<file path="src/rtl/aes_pkg.sv">
// rtl/aes_pkg.sv - shared constants and types for the AES ciphertext drain stage
package aes_pkg;

   localparam int AES_FWD_WORDS = 22;
   localparam int AES_CT_LO_IDX = 0;
   localparam int AES_CT_HI_IDX = 1;

   typedef logic [127:0] ct_block_t;

   typedef enum logic {
      S_WORD0 = 1'b0,
      S_WORD1 = 1'b1
   } drain_state_t;

endpackage

</file>
<file path="src/rtl/aes_ct_fifo.sv">
// rtl/aes_ct_fifo.sv - synchronous FIFO of ciphertext blocks
module aes_ct_fifo
   import aes_pkg::*;
#(
   parameter int DEPTH = 4
) (
   input  logic                     clk,
   input  logic                     rst_n,
   input  logic                     push,
   input  ct_block_t                data,
   input  logic                     pop,
   output logic                     full,
   output logic                     empty,
   output logic [$clog2(DEPTH):0]   level,
   output ct_block_t                head
);

   localparam int AW = $clog2(DEPTH);

   ct_block_t        mem [DEPTH];
   logic [AW-1:0]    wr_ptr;
   logic [AW-1:0]    rd_ptr;
   logic             do_push;
   logic             do_pop;

   assign full    = (level == (AW+1)'(DEPTH));
   assign empty   = (level == '0);
   assign do_pop  = pop & ~empty;
   // A full FIFO still accepts a block when the head leaves on the same edge.
   assign do_push = push & (~full | do_pop);
   assign head    = mem[rd_ptr];

   always_ff @(posedge clk or negedge rst_n) begin
      if (!rst_n) begin
         wr_ptr <= '0;
         rd_ptr <= '0;
         level  <= '0;
      end else begin
         if (do_push) wr_ptr <= wr_ptr + 1'b1;
         if (do_pop)  rd_ptr <= rd_ptr + 1'b1;
         case ({do_push, do_pop})
            2'b10:   level <= level + 1'b1;
            2'b01:   level <= level - 1'b1;
            default: level <= level;
         endcase
      end
   end

   always_ff @(posedge clk) begin
      if (do_push) mem[wr_ptr] <= data;
   end

endmodule

</file>
<file path="src/rtl/aes_ct_drain.sv">
// rtl/aes_ct_drain.sv - final AES stage: capture ciphertext, buffer it, stream as 64-bit beats
module aes_ct_drain
   import aes_pkg::*;
#(
   parameter int DEPTH     = 4,
   parameter int NUM_WORDS = AES_FWD_WORDS,
   parameter bit LOW_FIRST = 1'b1
) (
   input  logic                          clk,
   input  logic                          rst_n,
   input  logic                          fwd_rdy,
   input  logic [NUM_WORDS-1:0][63:0]    fwd_data,
   output logic                          prod_valid,
   input  logic                          prod_ready,
   output logic [63:0]                   prod_data,
   output logic                          overflow,
   input  logic                          clr_overflow,
   output logic [$clog2(DEPTH):0]        fifo_level,
   output logic [31:0]                   blocks_done
);

   drain_state_t  state;
   drain_state_t  state_next;
   ct_block_t     head;
   logic          fwd_rdy_q;
   logic          cap;
   logic          pop;
   logic          full;
   logic          empty;
   logic          handshake;
   logic [63:0]   first_word;
   logic [63:0]   second_word;
   logic          unused_round_keys;

   // Round keys travel with the bundle but are not needed past the last round.
   assign unused_round_keys = ^fwd_data[NUM_WORDS-1:2];

   assign cap        = fwd_rdy & ~fwd_rdy_q;
   assign prod_valid = ~empty;
   assign handshake  = prod_valid & prod_ready;

   aes_ct_fifo #(.DEPTH(DEPTH)) u_fifo (
      .clk   (clk),
      .rst_n (rst_n),
      .push  (cap),
      .data  ({fwd_data[AES_CT_HI_IDX], fwd_data[AES_CT_LO_IDX]}),
      .pop   (pop),
      .full  (full),
      .empty (empty),
      .level (fifo_level),
      .head  (head)
   );

   assign first_word  = LOW_FIRST ? head[63:0]   : head[127:64];
   assign second_word = LOW_FIRST ? head[127:64] : head[63:0];

   always_ff @(posedge clk or negedge rst_n) begin
      if (!rst_n) state <= S_WORD0;
      else        state <= state_next;
   end

   always_comb begin
      state_next = state;
      pop        = 1'b0;
      prod_data  = '0;
      if (!empty) prod_data = (state == S_WORD0) ? first_word : second_word;
      case (state)
         S_WORD0: if (handshake) state_next = S_WORD1;
         S_WORD1: if (handshake) begin
            state_next = S_WORD0;
            pop        = 1'b1;
         end
         default: state_next = S_WORD0;
      endcase
   end

   always_ff @(posedge clk or negedge rst_n) begin
      if (!rst_n) begin
         fwd_rdy_q   <= 1'b0;
         overflow    <= 1'b0;
         blocks_done <= '0;
      end else begin
         fwd_rdy_q <= fwd_rdy;
         if (cap && full && !pop) overflow <= 1'b1;
         else if (clr_overflow)   overflow <= 1'b0;
         if (pop) blocks_done <= blocks_done + 1'b1;
      end
   end

endmodule

</file>
<file path="config.mk">
export PLATFORM = sky130hd
export DESIGN_NAME = aes_ct_drain
export DESIGN_NICKNAME = d
export VERILOG_FILES = /design/src/rtl/aes_pkg.sv /design/src/rtl/aes_ct_fifo.sv /design/src/rtl/aes_ct_drain.sv
export SDC_FILE = /design/constraint.sdc
export NUM_CORES = 1
export LEC_CHECK = 0
export ABC_AREA = 1
export ABC_CLOCK_PERIOD_IN_PS = 7100
export BUFFER_PORTS_ARGS = -buffer_cell sky130_fd_sc_hd__buf_2
export CORE_AREA = 3 3 591 593
export CTS_CLUSTER_DIAMETER = 60
export DETAILED_ROUTE_END_ITERATION = 8
export DIE_AREA = 0 0 594 596
export HOLD_SLACK_MARGIN = 0.02
export PLACE_DENSITY = 0.3
export RECOVER_POWER = 100
export SYNTH_ARGS = -nofsm -noshare
export SYNTH_HDL_FRONTEND = slang
export SYNTH_SLANG_ARGS = --single-unit
</file>
<file path="constraint.sdc">
create_clock -name clk -period 7.1 [get_ports clk]
set_clock_uncertainty 0.15 [all_clocks]
set_input_delay 1.42 -clock clk [delete_from_list [all_inputs] [get_ports clk]]
set_output_delay 1.42 -clock clk [all_outputs]
set_load 0.02 [all_outputs]
</file>
==> results.cfg <==
[outcome]
status = finished, violations left
violations = capacitance limit, slew limit

[timing]
hold_viol = 0
fin_hold_ws_ns = 0.343
setup_violations = 0
worstMarginPinSlew_ns = 3.36
post-route-period-util_pct = 82.6
min_period_ns = 5.86
rsz0062_at_grt = false
final_max_slew_viol_count = 414
tns_ns = 0
fmax_mhz = 171
max_slew_margin_pct = -124

[global_routing]
antenna_found_initial = 56
grt_pass1_vias = 14800
grt.met1_usage_pct = 5.86
grt_pass1_wl_um = 124000
grt_use_met2_pct = 7.83
grt-ovfl-total = 0
grt_max_degree = 144
grt_use_met3_pct = 2.40
grt.busiest_layer = met2
grt.total_usage_pct = 4.95

[synth]
syn_nets = 3225
synth_cell_types = 29
ys_seq_elements = 554
netlist_area_um2 = 22300
ys_seq_area_share_pct = 73.7
ys_warn_count = 0
synth_cells = 1804
avgSynthCellArea_um2 = 12.3

[route]
viasPerCell = 2.20
totalWireLength_um = 89800
vias = 14800
route.detailed.drc = 0
postRouteAntennaNets = 0
drtPass1Iterations = 4
wl_per_cell_um = 13.4
drt_iter0_drc = 868

[critical_path]
cp_num_buf_inv = 5
critPathKind = input port to register
worstSetupEndpointType = register
crit_slowest_cell = nor2_1
cp.arrival_ns = 5.92
cp_max_fo = 22
max_stage_delay_ns = 1.58
path_cells = buf_2, inv_1, nor2_1, ha_1, clkbuf_1, inv_1, nand2_1, nand2_1, nor2_1, clkbuf_1
critPathTopFamily = buffers and inverters
required_ns = 7.16
start_kind = input port

[die]
die-area_um2 = 354000
initial_core_util_pct = 6.46
fp.coreArea_um2 = 345000
die_x_um = 594
placementRows = 216
ios = 1514
die_height_um = 596

[clock_tree]
h-tree-depth = 3
clockBufferDepth = 3
hold_buffers = 0
clk_pin_slew_ns = 0.05
ctsResizeCount = 0
clk_latency_ns = 0.65
tritoncts.num_buffers = 78
cts_setup_buffers = 0
clock_sinks = 554
cts_tree = built
clockRootBuffer = clkbuf_16

[power]
power_uw = 12100
vdd_drop_max_mv = 0.225
powerDensity_nw_per_um2 = 389
leakage_uw = 0.00903

[place]
gp_congestion = 0.657
portBuffers = 233
place_area_um2 = 29100
dp_hpwl_um = 57800

[min_path]
hold_path.class = register to register

[finish]
layout-drive-gt1-share_pct = 7.35
fin_nets = 3464
area_delta_synth_final_pct = 40.0
layout_common_cells = 512 x edfxtp_1, 485 x nor2_1, 245 x clkbuf_1
layout_commonest_cell = edfxtp_1
final_area_um2 = 31200

[flow_run]
max_cap_violations = 9
[state kept, by name, summed over array words and instances, names as in the netlist]
signal	count
u_fifo.rd_ptr	2
u_fifo.level	3
fwd_rdy_q	1
u_fifo.mem	512
blocks_done	32
u_fifo.wr_ptr	2
overflow	1
state	1
[through the flow]
step	setup slack (ns)	cells	utilization, %
final	1.24	6694	9.04
after global routing	0.716	6690	9.04
after CTS	1.49	6687	9.16
after detailed placement	2.29	6541	8.43
after global placement	2.28	6541	8.43
after floorplan	-1.02	1804	-
[logic make-up (layout without fill, tap and decap cells)]
logic type,Yosys count,count (layout),share of synthesized area [%]
compound gates,391,391,9.87
xor+xnor,21,21,0.826
fa+ha+maj,8,8,0.483
buf+inv,156,461,3.27
flops,554,554,73.7
other cells,0,7,0
simple gates,674,674,11.8
[worst register-to-register path: cells and delay by family (launching register included)]
kind / cells / cell delay, ns
flops: 1 / 0.80
buf+inv: 3 / 2.09
fa+ha+maj: 1 / 0.25
simple gates: 3 / 2.03
[final cells by class]
| cell class | count | area (µm²) |
|---|---|---|
| clock buffer | 91 | 2000 |
| antenna | 7 | 17.5 |
| clock inverter | 55 | 520 |
| inverter | 50 | 199 |
| tap | 4578 | 5730 |
| sequential | 554 | 16400 |
| timing repair buffer | 265 | 1170 |
| fill | 39800 | 314000 |
| multi-input combinational | 1094 | 5120 |
[final timing paths]
path,start,end,slack [ns],cells after the start
setup / recovery,prod_ready,u_fifo.mem[3][123]$_DFFE_PP_,1.24,10
hold / removal,u_fifo.level[0]$_DFFE_PN0P_,u_fifo.level[0]$_DFFE_PN0P_,0.34,1
min in group asynchronous,rst_n,u_fifo.rd_ptr[0]$_DFFE_PN0P_,1.87,2
max in group asynchronous,rst_n,state$_DFF_PN0_,2.58,2
hold reg to reg,u_fifo.level[0]$_DFFE_PN0P_,u_fifo.level[0]$_DFFE_PN0P_,0.34,1
setup reg to reg,state$_DFF_PN0_,u_fifo.mem[3][123]$_DFFE_PP_,1.34,7
[power breakdown]
group,internal (µW),switching (µW)
registers,3960,203
logic,1010,3190
clock network,2170,1610
total,7140,5000
[synthesized netlist by cell type, drive strengths merged]
library cell    n  area [µm²]
o211ai         64         480
edfxtp        512       15400
buf            45         309
xnor2           8        70.1
o21ai         260        1300
fa              1        20.0
dfrtp          42        1050
ha              7        87.6
inv            50         188
nor3            7        35.0
clkbuf         61         233
nand3          24         120
nand2         139         522
a21oi           2        10.0
nand4          14        87.6
o22ai          64         400
nand3b          3        22.5
xor2           13         114
o21bai          1        7.51
nor2          487        1850
[routing by layer]
metal / up-vias / wire [µm]
li1: 6954 / -
met1: 7210 / 37900
met2: 367 / 40600
met3: 187 / 8770
met4: 32 / 2350
met5: - / 210
Power figures use the tool's default switching activity.
